File: config.mk
export PLATFORM = sky130hd
export DESIGN_NAME = ow_bus_master
export DESIGN_NICKNAME = d
export VERILOG_FILES = /design/src/rtl/ow_pkg.sv /design/src/rtl/ow_slot_timer.sv /design/src/rtl/ow_bus_master.sv
export SDC_FILE = /design/constraint.sdc
export NUM_CORES = 1
export LEC_CHECK = 0
export ABC_AREA = 0
export CELL_PAD_IN_SITES_DETAIL_PLACEMENT = 0
export CELL_PAD_IN_SITES_GLOBAL_PLACEMENT = 1
export CORE_MARGIN = 4
export CORE_UTILIZATION = 30
export CTS_BUF_LIST = sky130_fd_sc_hd__clkbuf_4 sky130_fd_sc_hd__clkbuf_8
export CTS_CLUSTER_SIZE = 40
export DETAILED_ROUTE_END_ITERATION = 16
export PLACE_DENSITY_LB_ADDON = 0.1
export SYNTH_ARGS = -nofsm -noshare
export SYNTH_HDL_FRONTEND = slang
export SYNTH_SLANG_ARGS = --single-unit
File: constraint.sdc
create_clock -name clk -period 2.4 [get_ports clk]
set_input_delay 0.24 -clock clk [delete_from_list [all_inputs] [get_ports clk]]
set_output_delay 0.24 -clock clk [all_outputs]
set_load 0.005 [all_outputs]
File: src/rtl/ow_pkg.sv
// rtl/ow_pkg.sv - shared constants, state encoding and helpers for the 1-Wire bus master
// Contents: counter width, default slot timings (1 cycle = 1 us), FSM state codes,
// ROM command codes, and a helper that turns a cycle count into a terminal counter value.
package ow_pkg;

  localparam int CNT_W = 10;

  localparam int unsigned OW_RST_LOW_CYC   = 480;
  localparam int unsigned OW_RST_WAIT_CYC  = 480;
  localparam int unsigned OW_PRES_SAMPLE   = 70;
  localparam int unsigned OW_SLOT_CYC      = 60;
  localparam int unsigned OW_WR1_LOW       = 6;
  localparam int unsigned OW_WR0_LOW       = 55;
  localparam int unsigned OW_READ_SLOT_CYC = 61;
  localparam int unsigned OW_READ_INIT_LOW = 2;

  typedef logic [2:0] ow_state_t;

  localparam ow_state_t ST_IDLE     = 3'd0;
  localparam ow_state_t ST_RST_LOW  = 3'd1;
  localparam ow_state_t ST_RST_WAIT = 3'd2;
  localparam ow_state_t ST_CMD_SLOT = 3'd3;
  localparam ow_state_t ST_READ     = 3'd4;
  localparam ow_state_t ST_FIN      = 3'd5;

  localparam logic [7:0] READ_ROM = 8'h33;
  localparam logic [7:0] SKIP_ROM = 8'hCC;

  // Counter value on the last cycle of a window that is cyc cycles long.
  function automatic logic [CNT_W-1:0] cyc_last(input int unsigned cyc);
    return CNT_W'(cyc - 1);
  endfunction

endpackage

File: src/rtl/ow_slot_timer.sv
// rtl/ow_slot_timer.sv - up-counter with synchronous clear and terminal-count compare
// Ports: clk, rst (async, active high), clear (next count = 0), end_val (terminal value),
// count (current cycle within window), tick_end (count == end_val).
module ow_slot_timer
  import ow_pkg::*;
(
  input  logic             clk,
  input  logic             rst,
  input  logic             clear,
  input  logic [CNT_W-1:0] end_val,
  output logic [CNT_W-1:0] count,
  output logic             tick_end
);

  always_ff @(posedge clk or posedge rst) begin
    if (rst) begin
      count <= '0;
    end else if (clear) begin
      count <= '0;
    end else begin
      count <= count + CNT_W'(1);
    end
  end

  assign tick_end = (count == end_val);

endmodule

File: src/rtl/ow_bus_master.sv
// rtl/ow_bus_master.sv - 1-Wire master: reset/presence, LSB-first ROM command, read-slot pacing
// Ports: clk, rst (async, active high), start, cmd[7:0], bus_in (synchronised bus level),
// done_reading_data (reader finished pulse) in; bus_drive_low (open-drain pull request),
// en_data_read (reader enable), busy, done (1-cycle end pulse), no_presence (sticky status) out.
module ow_bus_master
  import ow_pkg::*;
#(
  parameter int unsigned RST_LOW_CYC   = OW_RST_LOW_CYC,
  parameter int unsigned RST_WAIT_CYC  = OW_RST_WAIT_CYC,
  parameter int unsigned PRES_SAMPLE   = OW_PRES_SAMPLE,
  parameter int unsigned SLOT_CYC      = OW_SLOT_CYC,
  parameter int unsigned WR1_LOW       = OW_WR1_LOW,
  parameter int unsigned WR0_LOW       = OW_WR0_LOW,
  parameter int unsigned READ_SLOT_CYC = OW_READ_SLOT_CYC,
  parameter int unsigned READ_INIT_LOW = OW_READ_INIT_LOW
) (
  input  logic       clk,
  input  logic       rst,
  input  logic       start,
  input  logic [7:0] cmd,
  input  logic       bus_in,
  input  logic       done_reading_data,
  output logic       bus_drive_low,
  output logic       en_data_read,
  output logic       busy,
  output logic       done,
  output logic       no_presence
);

  localparam logic [CNT_W-1:0] RST_LOW_END  = cyc_last(RST_LOW_CYC);
  localparam logic [CNT_W-1:0] RST_WAIT_END = cyc_last(RST_WAIT_CYC);
  localparam logic [CNT_W-1:0] SLOT_END     = cyc_last(SLOT_CYC);
  localparam logic [CNT_W-1:0] READ_END     = cyc_last(READ_SLOT_CYC);
  localparam logic [CNT_W-1:0] PRES_AT      = CNT_W'(PRES_SAMPLE);
  localparam logic [CNT_W-1:0] WR1_LIM      = CNT_W'(WR1_LOW);
  localparam logic [CNT_W-1:0] WR0_LIM      = CNT_W'(WR0_LOW);
  localparam logic [CNT_W-1:0] RD_INIT_LIM  = CNT_W'(READ_INIT_LOW);

  ow_state_t        state;
  logic [7:0]       cmd_q;
  logic [2:0]       bit_idx;
  logic             presence;
  logic             no_presence_q;

  logic             tmr_clear;
  logic [CNT_W-1:0] tmr_end;
  logic [CNT_W-1:0] cnt;
  logic             tmr_tick;
  logic [CNT_W-1:0] wr_low;

  // One timer serves every phase; the terminal value follows the state.
  always_comb begin
    tmr_end = '0;
    case (state)
      ST_RST_LOW:  tmr_end = RST_LOW_END;
      ST_RST_WAIT: tmr_end = RST_WAIT_END;
      ST_CMD_SLOT: tmr_end = SLOT_END;
      ST_READ:     tmr_end = READ_END;
      default:     tmr_end = '0;
    endcase
  end

  // Held at zero while idle/finishing so each phase starts counting from 0;
  // a terminal tick clears it for the next phase or the next slot (read slots wrap).
  assign tmr_clear = (state == ST_IDLE) || (state == ST_FIN) || tmr_tick ||
                     ((state == ST_READ) && done_reading_data);

  ow_slot_timer u_timer (
    .clk      (clk),
    .rst      (rst),
    .clear    (tmr_clear),
    .end_val  (tmr_end),
    .count    (cnt),
    .tick_end (tmr_tick)
  );

  always_ff @(posedge clk or posedge rst) begin
    if (rst) begin
      state         <= ST_IDLE;
      cmd_q         <= '0;
      bit_idx       <= '0;
      presence      <= 1'b0;
      no_presence_q <= 1'b0;
    end else begin
      case (state)
        ST_IDLE: begin
          if (start) begin
            cmd_q         <= cmd;
            no_presence_q <= 1'b0;
            presence      <= 1'b0;
            bit_idx       <= '0;
            state         <= ST_RST_LOW;
          end
        end
        ST_RST_LOW: begin
          if (tmr_tick) state <= ST_RST_WAIT;
        end
        ST_RST_WAIT: begin
          // A device answers by holding the released bus low.
          if (cnt == PRES_AT) presence <= ~bus_in;
          if (tmr_tick) begin
            if (presence) begin
              bit_idx <= '0;
              state   <= ST_CMD_SLOT;
            end else begin
              no_presence_q <= 1'b1;
              state         <= ST_FIN;
            end
          end
        end
        ST_CMD_SLOT: begin
          if (tmr_tick) begin
            if (bit_idx == 3'd7) state <= ST_READ;
            else bit_idx <= bit_idx + 3'd1;
          end
        end
        ST_READ: begin
          if (done_reading_data) state <= ST_FIN;
        end
        ST_FIN: begin
          state <= ST_IDLE;
        end
        default: begin
          state <= ST_IDLE;
        end
      endcase
    end
  end

  assign wr_low = cmd_q[bit_idx] ? WR1_LIM : WR0_LIM;

  // Decoded from registered state/counter, so reset releases the bus immediately.
  always_comb begin
    bus_drive_low = 1'b0;
    case (state)
      ST_RST_LOW:  bus_drive_low = 1'b1;
      ST_CMD_SLOT: bus_drive_low = (cnt < wr_low);
      ST_READ:     bus_drive_low = (cnt < RD_INIT_LIM);
      default:     bus_drive_low = 1'b0;
    endcase
  end

  assign en_data_read = (state == ST_READ);
  assign busy         = (state != ST_IDLE);
  assign done         = (state == ST_FIN);
  assign no_presence  = no_presence_q;

endmodule

==> impl_metrics.tcl <==
set metrics [dict create \
    combPwrFrac_pct 3.7 \
    die-area_mm2 0.00651 \
    synth-async-reset-ratio_pct 100 \
    critPathMaxStageDelay_ns 0.51 \
    hold_viol 0 \
    die_x_um 80.7 \
    timing.final.crit_share_pct 101 \
    cts_tree "built" \
    synthSimpleGateAreaFrac_pct 21.4 \
    layout_commonest_cell "dfrtp_1" \
    synth_top_area_share_pct 41.1 \
    syn_area_mm2 0.00158 \
    initial_core_util_pct 31.0 \
    dp_slack_ns -0.300 \
    startpoint_type "register" \
    power_switching_uw 164 \
    ff2ff_path_depth 5 \
    crit_slowest_cell "mux4_2" \
    max_slew_margin_pct 65.8 \
    first_pass_iters 4 \
    multi_input_area_um2 913 \
    cts_root_buf "clkbuf_8" \
    maxCapViolations 0 \
    grt_pass1_vias 1356 \
    cts_sinks 26 \
    wl_per_cell_um 15.6 \
    synth_nets 179 \
    failed_checks "setup timing" \
    register_area_um2 651 \
    p_per_area_mw_per_mm2 410 \
    worst_slew_pin_slew_ns 0.509 \
    r2r_start "state[1]" \
    p_total_uw 844 \
    drive_above_1_share_pct 24.4 \
    synth_area_leader_cell "dfrtp_1" \
    endpoint_kind "output pin" \
    syn_inst 160 \
    intPower_uw 680 \
    run_status "complete, but fails checks" \
    critical_path_required_ns 2.16 \
    grt_max_degree 27 \
    pwr-share-seq_pct 51.8 \
    peakVddDrop_mv 0.283 \
    synth_top_family_by_area "simple AND/OR/NAND/NOR gates" \
    pwr-share-clk_pct 44.4 \
    ys_types 46 \
    yosys-top-cells-area "dfrtp_1, mux2_2, nor2_1, ha_1, xor2_1" \
    ant_nets 0 \
    critPathLaunch "bit_idx[1]" \
    path_class "reg2out" \
    sw_frac_of_total_pct 19.4 \
    cts.htree.levels 1 \
    remaining_drc_errors 0 \
    postCtsSetupRepairBufs 0 \
    port_buffers 17 \
    fin_worst_skew_ns 0.00539 \
    hp-class "in2async" \
    syn_area_per_cell_um2 9.90 \
    crit_arrival_ns 2.19 \
    path_clk_slew_ns 0.10 \
    clock_latency_ns 0.28 \
    area_delta_synth_final_pct 30.1 \
    num_vias 1333 \
    finalWorstSetupSlack_ns -0.0328 \
    drt-initial-drc-count 50 \
    fmax_ghz 0.411 \
    r2r-end "bit_idx[2]" \
    fp.dieH_um 80.7 \
    r2r_slack_ns 0.02 \
    grt_overflow 0 \
    rsz0062_at_grt "yes" \
    period_needed_ns 2.43 \
    clk_path_buf_depth 2 \
    ys.flop_type "dfrtp_1" \
    postRouteWirelength_um 4090 \
    worst_hold_slack_ns 0.318 \
    cts_buffers 3 \
    grt_pass1_wl_um 6780 \
    synth_compound_area_share_pct 13.1 \
    path_cells "mux4_2 > mux2_4 > ha_4 > a211oi_2 > nand2_1 > o22ai_2 > buf_2" \
    setup_violations 1 \
    gp_congestion 0.764 \
    core_area_mm2 0.00511 \
    report.final.slew_viol_count 0 \
    nNetsFinal 213 \
    synthXorXnorAreaFrac_pct 5.53 \
    synth.area.mux_share_pct 10.6 \
    tns_ns -0.0328 \
    synth_fa_ha_area_share_pct 4.74 \
    boundaryPins 18 \
    rows 26 \
    p_leak_nw 0.888 \
    hpwlAfterDp_um 3080 \
    synth-edff-count 0 \
    antenna_cells 0 \
    ys_ff_latch 26 \
    final_cell_mix "dfrtp_1, nor2_1, buf_4, clkdlybuf4s50_1, nand2_1" \
    worstPathMaxFanout 3 \
    fill_cells 530 \
    via_per_inst 5.07 \
    yosysWarnings 0 \
    seq_area_frac_synth_pct 41.1 \
    antenna_found_initial 0 \
    grtUsageTotal_pct 13.8 \
]
-- per-stage QoR --
stage               instances  util [%]  cell area [um^2]
floorplan                 160         -              1580
global placement          259      38.3              1960
detailed placement        259      38.3              1960
CTS                       263      40.2              2050
global route              263      40.3              2060
finish                    263      40.3              2060
-- cell usage after synthesis, types with 3 or more instances --
| cell type | number |
|---|---|
| and2_1 | 3 |
| and3_1 | 4 |
| clkbuf_1 | 7 |
| dfrtp_1 | 26 |
| ha_1 | 6 |
| inv_1 | 4 |
| mux2_2 | 10 |
| nand2_1 | 10 |
| nand2b_1 | 3 |
| nand3_1 | 8 |
| nor2_1 | 24 |
| o21ai_0 | 3 |
| xnor2_1 | 4 |
| xor2_1 | 6 |
-- kinds of logic after synthesis --
family	count (synthesis)
adder cells (fa/ha/maj)	6
multiplexers	13
XOR/XNOR	10
AO/OA/AOI/OAI	26
flip-flops	26
AND/OR/NAND/NOR	66
buffers and inverters	13
-- state kept, by name, summed over array words and instances, names as in the netlist --
name / flops
bit_idx: 3
cmd_q: 8
no_presence: 1
presence: 1
state: 3
u_timer.count: 10
-- layer usage --
metal | up-vias | wire length, um | GRT usage, %
met4 | 0 | 78 | 4.90
met1 | 645 | 2030 | 18.7
met2 | 30 | 1840 | 21.8
li1 | 651 | - | -
met5 | - | 0 | 0
met3 | 7 | 140 | 2.47
-- critical path: cells and delay by family, from the launching register on --
family | cells | cell delay, ns
flops | 1 | 0.39
mux | 2 | 0.81
simple gates | 1 | 0.09
compound gates | 2 | 0.27
buf+inv | 1 | 0.13
fa+ha+maj | 1 | 0.22
-- worst max path at each step --
stage,endpoint,slack [ns],cells after the start
6_report,bus_drive_low,-0.03,7
5_1_grt,bus_drive_low,-0.16,7
4_1_cts,bus_drive_low,-0.07,7
3_5_place_dp,bus_drive_low,-0.30,7
3_3_place_gp,bus_drive_low,-0.24,7
2_1_floorplan,bit_idx[2],0.08,6
-- cell type report --
class	count	area share [%]
Clock inverter	1	1.46
Timing Repair Buffer	38	15.7
Clock buffer	3	2.00
Tap cell	70	4.25
Multi-Input combinational cell	121	44.3
Inverter	4	0.729
Sequential cell	26	31.6
-- what timing repair did --
item / in CTS / in global routing
resized for setup: 9 / 2
hold buffers: 0 / 0
pin swaps: 2 / 0
hold endpoints to repair: 0 / 0
setup endpoints to repair: 1 / 8
-- power by group through the flow --
stage	clock, mW	sequential (mW)	combinational [mW]
4_1_cts	0.393	0.438	0.0324
3_3_place_gp	0	0.446	0.0317
5_1_grt	0.409	0.438	0.0346
6_report	0.375	0.438	0.0315
3_5_place_dp	0	0.446	0.0323
2_1_floorplan	0	0.446	0.00749
(Power assumes the default switching activity.)
